## config.mk

```make
export PLATFORM = sky130hd
export DESIGN_NAME = cube_accumulate_flat
export DESIGN_NICKNAME = d
export VERILOG_FILES = /design/src/rtl/cube_accumulate_pkg.sv /design/src/rtl/cube_accumulate_if.sv /design/src/rtl/valid_delay.sv /design/src/rtl/cube_accumulate.sv /design/src/flat_wrapper.sv
export SDC_FILE = /design/constraint.sdc
export NUM_CORES = 1
export LEC_CHECK = 0
export ABC_AREA = 1
export CORE_UTILIZATION = 25
export CTS_BUF_LIST = sky130_fd_sc_hd__clkbuf_2 sky130_fd_sc_hd__clkbuf_4 sky130_fd_sc_hd__clkbuf_8
export CTS_CLUSTER_DIAMETER = 100
export DETAILED_ROUTE_END_ITERATION = 8
export HOLD_SLACK_MARGIN = 0.08
export SLEW_MARGIN = 15
export SYNTH_ARGS = -nofsm -noshare
export SYNTH_HDL_FRONTEND = slang
export SYNTH_SLANG_ARGS = --single-unit
```

## constraint.sdc

```tcl
create_clock -name i_clk -period 2.4 [get_ports i_clk]
set_clock_uncertainty 0.2 [all_clocks]
set_input_delay 0.48 -clock i_clk [delete_from_list [all_inputs] [get_ports i_clk]]
set_output_delay 0.48 -clock i_clk [all_outputs]
set_load 0.02 [all_outputs]
```

## src/rtl/cube_accumulate_pkg.sv

```systemverilog
// Shared types and default sizing for the cube accumulator slice.
package cube_accumulate_pkg;

    typedef enum logic [1:0] {
        IDLE,
        ACCUM,
        DONE
    } state_t;

    localparam int unsigned DEFAULT_LATENCY = 3;
    localparam int unsigned DEFAULT_ACC_W   = 16;

endpackage

```

## src/rtl/cube_accumulate_if.sv

```systemverilog
// Command/result bundle between a custom-instruction host and cube_accumulate.
interface cube_accumulate_if
    import cube_accumulate_pkg::*;
#(
    parameter int unsigned ACC_W = DEFAULT_ACC_W
);
    logic             i_start;
    logic [7:0]       i_count;
    logic             i_xValid;
    logic [7:0]       i_cube;
    logic [ACC_W-1:0] o_sum;
    logic             o_done;
    logic             o_busy;
    logic             o_overflow;

    modport master (
        output i_start, i_count, i_xValid, i_cube,
        input  o_sum, o_done, o_busy, o_overflow
    );

    modport slave (
        input  i_start, i_count, i_xValid, i_cube,
        output o_sum, o_done, o_busy, o_overflow
    );

endinterface

```

## src/rtl/valid_delay.sv

```systemverilog
// Enable-gated shift register for a single valid bit; DEPTH=0 is a plain wire.
module valid_delay #(
    parameter int unsigned DEPTH = 3
) (
    input  logic i_clk,
    input  logic i_arst,
    input  logic i_en,
    input  logic i_d,
    output logic o_q
);

    generate
        if (DEPTH == 0) begin : g_pass
            assign o_q = i_d;
        end else begin : g_shift
            logic [DEPTH-1:0] sr_q;

            always_ff @(posedge i_clk or posedge i_arst) begin
                if (i_arst) begin
                    sr_q <= '0;
                end else if (i_en) begin
                    sr_q[0] <= i_d;
                    for (int i = 1; i < int'(DEPTH); i++) begin
                        sr_q[i] <= sr_q[i-1];
                    end
                end
            end

            assign o_q = sr_q[DEPTH-1];
        end
    endgenerate

endmodule

```

## src/rtl/cube_accumulate.sv

```systemverilog
// Sums i_count latency-aligned cube results, then pulses o_done for one enabled cycle.
// Build option: define CUBE_ACCUMULATE_SAT_EN for saturating adds with sticky o_overflow.
module cube_accumulate
    import cube_accumulate_pkg::*;
#(
    parameter int unsigned LATENCY = DEFAULT_LATENCY,
    parameter int unsigned ACC_W   = DEFAULT_ACC_W
) (
    input  logic               i_clk,
    input  logic               i_arst,
    input  logic               i_clkEn,
    cube_accumulate_if.slave   bus
);

    state_t           state_q;
    logic [7:0]       remaining_q;
    logic [ACC_W-1:0] sum_q;
    logic [ACC_W-1:0] sum_next;
    logic             v_aligned;

    // Valid follows x through the same number of enabled stages as the cube pipeline.
    valid_delay #(
        .DEPTH (LATENCY)
    ) u_valid_delay (
        .i_clk  (i_clk),
        .i_arst (i_arst),
        .i_en   (i_clkEn),
        .i_d    (bus.i_xValid),
        .o_q    (v_aligned)
    );

`ifdef CUBE_ACCUMULATE_SAT_EN
    logic [ACC_W:0] sum_wide;
    logic           clip;
    logic           overflow_q;

    always_comb begin
        sum_wide = {1'b0, sum_q} + {{(ACC_W - 7){1'b0}}, bus.i_cube};
        clip     = sum_wide[ACC_W];
        sum_next = clip ? '1 : sum_wide[ACC_W-1:0];
    end

    assign bus.o_overflow = overflow_q;
`else
    always_comb begin
        sum_next = sum_q + ACC_W'(bus.i_cube);
    end

    assign bus.o_overflow = 1'b0;
`endif

    always_ff @(posedge i_clk or posedge i_arst) begin
        if (i_arst) begin
            state_q     <= IDLE;
            remaining_q <= '0;
            sum_q       <= '0;
`ifdef CUBE_ACCUMULATE_SAT_EN
            overflow_q  <= 1'b0;
`endif
        end else if (i_clkEn) begin
            unique case (state_q)
                IDLE: begin
                    if (bus.i_start) begin
                        remaining_q <= bus.i_count;
                        sum_q       <= '0;
`ifdef CUBE_ACCUMULATE_SAT_EN
                        overflow_q  <= 1'b0;
`endif
                        state_q     <= (bus.i_count == 8'd0) ? DONE : ACCUM;
                    end
                end
                ACCUM: begin
                    if (v_aligned) begin
                        sum_q       <= sum_next;
                        remaining_q <= remaining_q - 8'd1;
`ifdef CUBE_ACCUMULATE_SAT_EN
                        overflow_q  <= overflow_q | clip;
`endif
                        if (remaining_q == 8'd1) begin
                            state_q <= DONE;
                        end
                    end
                end
                DONE: begin
                    state_q <= IDLE;
                end
                default: begin
                    state_q <= IDLE;
                end
            endcase
        end
    end

    assign bus.o_sum  = sum_q;
    assign bus.o_done = (state_q == DONE);
    assign bus.o_busy = (state_q == ACCUM);

endmodule
```

## src/flat_wrapper.sv

```systemverilog
// flat-port wrapper written by rule: the top's interface ports become plain ports
module cube_accumulate_flat import cube_accumulate_pkg::*;
#(
    parameter int unsigned LATENCY = DEFAULT_LATENCY,
    parameter int unsigned ACC_W   = DEFAULT_ACC_W
)
  (i_clk, i_arst, i_clkEn, bus_i_start, bus_i_count, bus_i_xValid, bus_i_cube, bus_o_sum, bus_o_done, bus_o_busy, bus_o_overflow);
  cube_accumulate_if #(.ACC_W(ACC_W)) bus_i ();
  input  logic i_clk;
  input  logic i_arst;
  input  logic i_clkEn;
  input wire logic [$bits(bus_i.i_start)-1:0] bus_i_start;
  input wire logic [$bits(bus_i.i_count)-1:0] bus_i_count;
  input wire logic [$bits(bus_i.i_xValid)-1:0] bus_i_xValid;
  input wire logic [$bits(bus_i.i_cube)-1:0] bus_i_cube;
  output wire logic [$bits(bus_i.o_sum)-1:0] bus_o_sum;
  output wire logic [$bits(bus_i.o_done)-1:0] bus_o_done;
  output wire logic [$bits(bus_i.o_busy)-1:0] bus_o_busy;
  output wire logic [$bits(bus_i.o_overflow)-1:0] bus_o_overflow;
  assign bus_i.i_start = bus_i_start;
  assign bus_i.i_count = bus_i_count;
  assign bus_i.i_xValid = bus_i_xValid;
  assign bus_i.i_cube = bus_i_cube;
  assign bus_o_sum = bus_i.o_sum;
  assign bus_o_done = bus_i.o_done;
  assign bus_o_busy = bus_i.o_busy;
  assign bus_o_overflow = bus_i.o_overflow;
  cube_accumulate #(.LATENCY(LATENCY), .ACC_W(ACC_W)) u_core (.i_clk(i_clk), .i_arst(i_arst), .i_clkEn(i_clkEn), .bus(bus_i));
endmodule
```

After elaboration in Yosys (flattened, before gate mapping)
Index checks and enable logic that the tools add are counted.

storage, ports and cells
  bits in registers = 29
  input port bits = 21
  output and inout bits = 19

cells by class
  add/sub/neg operators = 2
  equality and inequality tests = 6
  mux-type cells = 11
  reduce and logical (&&, ||, !) cells = 5

operator list
  operator             number
  $mux 16              2
  $pmux 16 s2          1
  $add 16x8->16        1
  $mux 8               2
  $pmux 8 s2           1
  $eq 8x1->1 const B   1
  $logic_not 8->1      1
  $mux 2               4
  $reduce_and 4->1     2
  $sub 8x1->8 const B  1
  $ne 2x1->1 const B   2
  $pmux 2 s2           1
  $eq 2x1->1 const B   1
  $eq 2x2->1 const B   1
  $logic_not 2->1      1
  $ne 2x2->1 const B   1
  $reduce_bool 2->1    1

Logic depth before layout (Yosys ltp)
  depth in word-level cells = 4
  mapped depth = 12
  depth with buffers taken out = 12

Cells and area by module
Synthesis repeated with hierarchy kept, for this count alone.

unflattened totals
  cells, all modules = 304
  area, all modules = 2025.7 µm²

modules (own cells, without submodules)
  module           instances  cells an instance  area an instance (µm²)
  cube_accumulate  1          290                1909.3
  valid_delay      1          14                 116.4

Worst setup path before layout
Ideal clock, no wire load.

  path type = flip-flop to flip-flop
  start point = register u_core.sum_q[3] (netlist: u_core.bus.o_sum[3])
  end point = register u_core.sum_q[6] (netlist: u_core.bus.o_sum[6])
  arrival = 1666 ps
  data required time = 2083 ps
  path slack = 417 ps
  stages on the path, launching flop included = 8
  buffers on the path = 0
  period minus slack after synthesis = 1983 ps
  path through = dfrtp_1 > ha_1 > or2_2 > nand3_1 > nand2_1 > or2_2 > nand3_1 > nand2_1

on the way
  longest elaborated chain between the ends = 3

RTL lines
  item                    line                   text
  from (decl)             cube_accumulate.sv:17  logic [ACC_W-1:0] sum_q;
  from (signal assigned)  cube_accumulate.sv:74  sum_q <= sum_next;
  $add 16x8->16           cube_accumulate.sv:46  sum_next = sum_q + ACC_W'(bus.i_cube);
  $mux 16                 cube_accumulate.sv:73  if (v_aligned) begin
  $pmux 16 s2             cube_accumulate.sv:61  unique case (state_q)

No other way between the ends. The select of a mux whose other input is x is not followed.
A chain may end at the register's enable or synchronous reset.

Final worst setup path
  start point = register u_core.state_q[0]
  end point = output port bus_o_busy

on the way
  longest elaborated chain between the ends = 1

RTL lines
  item                    line                   text
  from (decl)             cube_accumulate.sv:15  state_t state_q;
  from (signal assigned)  cube_accumulate.sv:69  state_q <= (bus.i_count == 8'd0) ? DONE : ACCUM;
  $eq 2x1->1              cube_accumulate.sv:96  assign bus.o_busy = (state_q == ACCUM);
  to (decl)               flat_wrapper.sv:18     output wire logic [$bits(bus_i.o_busy)-1:0] bus_o_busy;

No other way between the ends.

==> flow_metrics.tcl <==
set metrics [dict create \
    hold_class "reg -> reg" \
    hold_path_depth 2 \
    grt_pass1_wl_um 8804 \
    rrSetupSlack_ns 0.42 \
    worst_path_largest_cell_delay_ns 0.63 \
    synthFlopType "dfrtp_1" \
    cts_setup_buffers 0 \
    syn_area_um2 2079 \
    status "complete, no violations" \
    worst_slack_ns 0.1250 \
    cp_slowest_cell "clkdlybuf4s50_1" \
    holdPathEnd "u_core.u_valid_delay.g_shift.sr_q[1]$_DFFE_PP0P_" \
    grt_usage_pct 12.91 \
    port_buffers 38 \
    cts_buffer_depth 2 \
    dp_cells 445 \
    synth_cell_types 31 \
    drive_gt1_share_pct 8.262 \
    dieArea_um2 8686 \
    insertedDiodeCount 0 \
    post-route-min-period_ns 2.275 \
    grt_overflow_total 0 \
    routed-via-count 2011 \
    viasPerCell 4.439 \
    fmax_mhz 439.6 \
    finalMaxSlewViolations 0 \
    cts_tree "yes" \
    crit_path_cell_trace "inv_1 -> nor2_2 -> clkdlybuf4s50_1" \
    first_iter_violations 115 \
    reg2reg_depth 10 \
    reg2reg_from "u_core.state_q[0]$_DFFE_PP0P_" \
    synth_seq_cells 29 \
    synth_area_per_cell_um2 6.886 \
    drv_cap 0 \
    htree_levels 2 \
    hp-start "u_core.u_valid_delay.g_shift.sr_q[1]$_DFFE_PP0P_" \
    layout_commonest_cell "nand2_1" \
    route.detailed.drc 0 \
    vdd_ir_drop_max_mv 0.2542 \
    synthesis.nets 334 \
    stdcell_count 453 \
    dpl_worst_slack_ns -0.09664 \
    fin_crit_sh_pct 94.79 \
    wl_um 5153 \
    clkTransAtPathRegs_ns 0.07 \
    powerDensity_nw_per_um2 1013 \
    critPathMaxFanout 8 \
    die_y_um 93.20 \
    clockRootBuffer "clkbuf_8" \
    crit_path_end_kind "output port" \
    ys_async_sr_fraction_pct 100.0 \
    rr_endpoint "u_core.bus.o_sum[7]$_DFFE_PP0P_" \
    setup_violations 0 \
    crit_type "reg -> out" \
    synth-edff-count 0 \
    clock_latency_ns 0.28 \
    yosys_warnings 0 \
    p_leak_nw 1.363 \
    start_kind "flip-flop" \
    netlist_top_cells_area "dfrtp_1 (35%), nand2_1 (16%), inv_1 (8.5%), nand3_1 (7.2%), ha_1 (6.0%)" \
    hold_viol_final 0 \
    grt_pass1_vias 1898 \
    dr.pass1.iters 4 \
    cp.arrival_ns 1.60 \
    fin_util_pct 34.58 \
    rows 32 \
    ant_nets 0 \
    yosysTopAreaCellShare_pct 34.90 \
    antenna_found_initial 0 \
    rsz0062_at_grt "no" \
    start_util_pct 26.36 \
    cp_data_required_time_ns 1.72 \
    gp_congestion 0.8447 \
    die_w_um 93.20 \
    cts_buffers 5 \
    ys_seq_area_share_pct 34.90 \
    nNetsFinal 382 \
    cts.sinks 29 \
    syn_inst 302 \
    fin_tns_setup_ns 0 \
    place.detailed.hpwl_um 3971 \
    coreArea_um2 7888 \
    grt_max_degree 30 \
    final_cell_mix "nand2_1 (90), inv_1 (47), clkdlybuf4s50_1 (38)" \
    area_growth_pct 31.17 \
    wl_per_cell_um 11.38 \
    post-synth-top-area-cell "dfrtp_1" \
    total_power_mw 2.763 \
    num_io_pins 40 \
]
Yosys cell counts, types with 2 or more instances:
| cell type | n |
|---|---|
| buf_6 | 3 |
| nand3b_1 | 2 |
| or2_2 | 2 |
| inv_1 | 47 |
| a21boi_1 | 2 |
| nand2_1 | 91 |
| nand3_1 | 30 |
| o21ai_0 | 16 |
| nand4_1 | 4 |
| o211ai_1 | 2 |
| nor2_1 | 25 |
| o21ai_1 | 5 |
| dfrtp_1 | 29 |
| a21oi_1 | 14 |
| xor2_1 | 3 |
| ha_1 | 10 |
| nor2_2 | 2 |
| o22ai_1 | 2 |
layer usage:
metal | track usage, % | part of all wire (%) | up-vias | wire length [µm]
met1 | 17.46 | 50 | 912 | 2569
met2 | 19.85 | 44 | 41 | 2283
li1 | - | - | 1051 | -
met3 | 3.659 | 4.5 | 7 | 234
met5 | 0 | 0 | - | 0
met4 | 3.974 | 1.3 | 0 | 66
per-stage QoR:
stage	area (µm²)	hold WS (ns)
after floorplan	2079	0.2417
final	2728	0.2801
after CTS	2721	0.2859
after global placement	2601	0.2532
after global routing	2728	0.3163
after detailed placement	2601	0.2676
worst max-delay path, delay by kind of cell, from the launching register on:
kind	cells	cell delay (ns)
flip-flops	1	0.45
AND/OR/NAND/NOR	1	0.14
buffers and inverters	2	0.72
power breakdown:
| part | total [mW] | switching, mW | internal, mW |
|---|---|---|---|
| Sequential | 0.755 | 0.118 | 0.637 |
| Clock | 0.545 | 0.196 | 0.350 |
| Combinational | 1.46 | 0.892 | 0.570 |
state kept, by name, indices dropped and copies added, names as in the netlist:
register	cells
u_core.remaining_q	8
u_core.bus.o_sum	16
u_core.u_valid_delay.g_shift.sr_q	3
u_core.state_q	2
how the worst max path moves through the flow:
stage | slack, ns | endpoint | from
CTS | 0.02 | bus_o_busy | u_core.state_q[0]$_DFFE_PP0P_
global placement | -0.06 | u_core.bus.o_sum[12]$_DFFE_PP0P_ | bus_i_cube[0]
floorplan | 0.42 | u_core.bus.o_sum[6]$_DFFE_PP0P_ | u_core.bus.o_sum[3]$_DFFE_PP0P_
detailed placement | -0.1 | u_core.bus.o_sum[12]$_DFFE_PP0P_ | bus_i_cube[0]
finish | 0.12 | bus_o_busy | u_core.state_q[0]$_DFFE_PP0P_
global route | 0.02 | u_core.bus.o_sum[12]$_DFFE_PP0P_ | bus_i_cube[0]
kinds of logic (layout without fill, tap and decap cells):
logic type | Yosys count | count (layout) | share of synthesized area, %
fa+ha+maj | 11 | 11 | 6.980
other cells | 1 | 1 | 0.1803
flops | 29 | 29 | 34.90
simple gates | 159 | 159 | 32.67
buf+inv | 53 | 102 | 11.01
compound gates | 45 | 45 | 12.58
xor+xnor | 4 | 4 | 1.685
area by class of cell:
type / count / area (µm²)
Clock inverter: 1 / 30.03
Timing Repair Buffer: 46 / 440.4
Multi-Input combinational cell: 220 / 1130
Sequential cell: 29 / 726.9
Tap cell: 102 / 127.6
Clock buffer: 7 / 90.09
Inverter: 48 / 182.7
Fill cell: 836 / 5160
what timing repair did:
action,4_1_cts,5_1_grt
hold buffers,0,0
endpoints found under the hold margin,0,0
resized for setup,0,3
setup endpoints to repair,0,2
No activity file was read; power rests on OpenSTA's default activity.
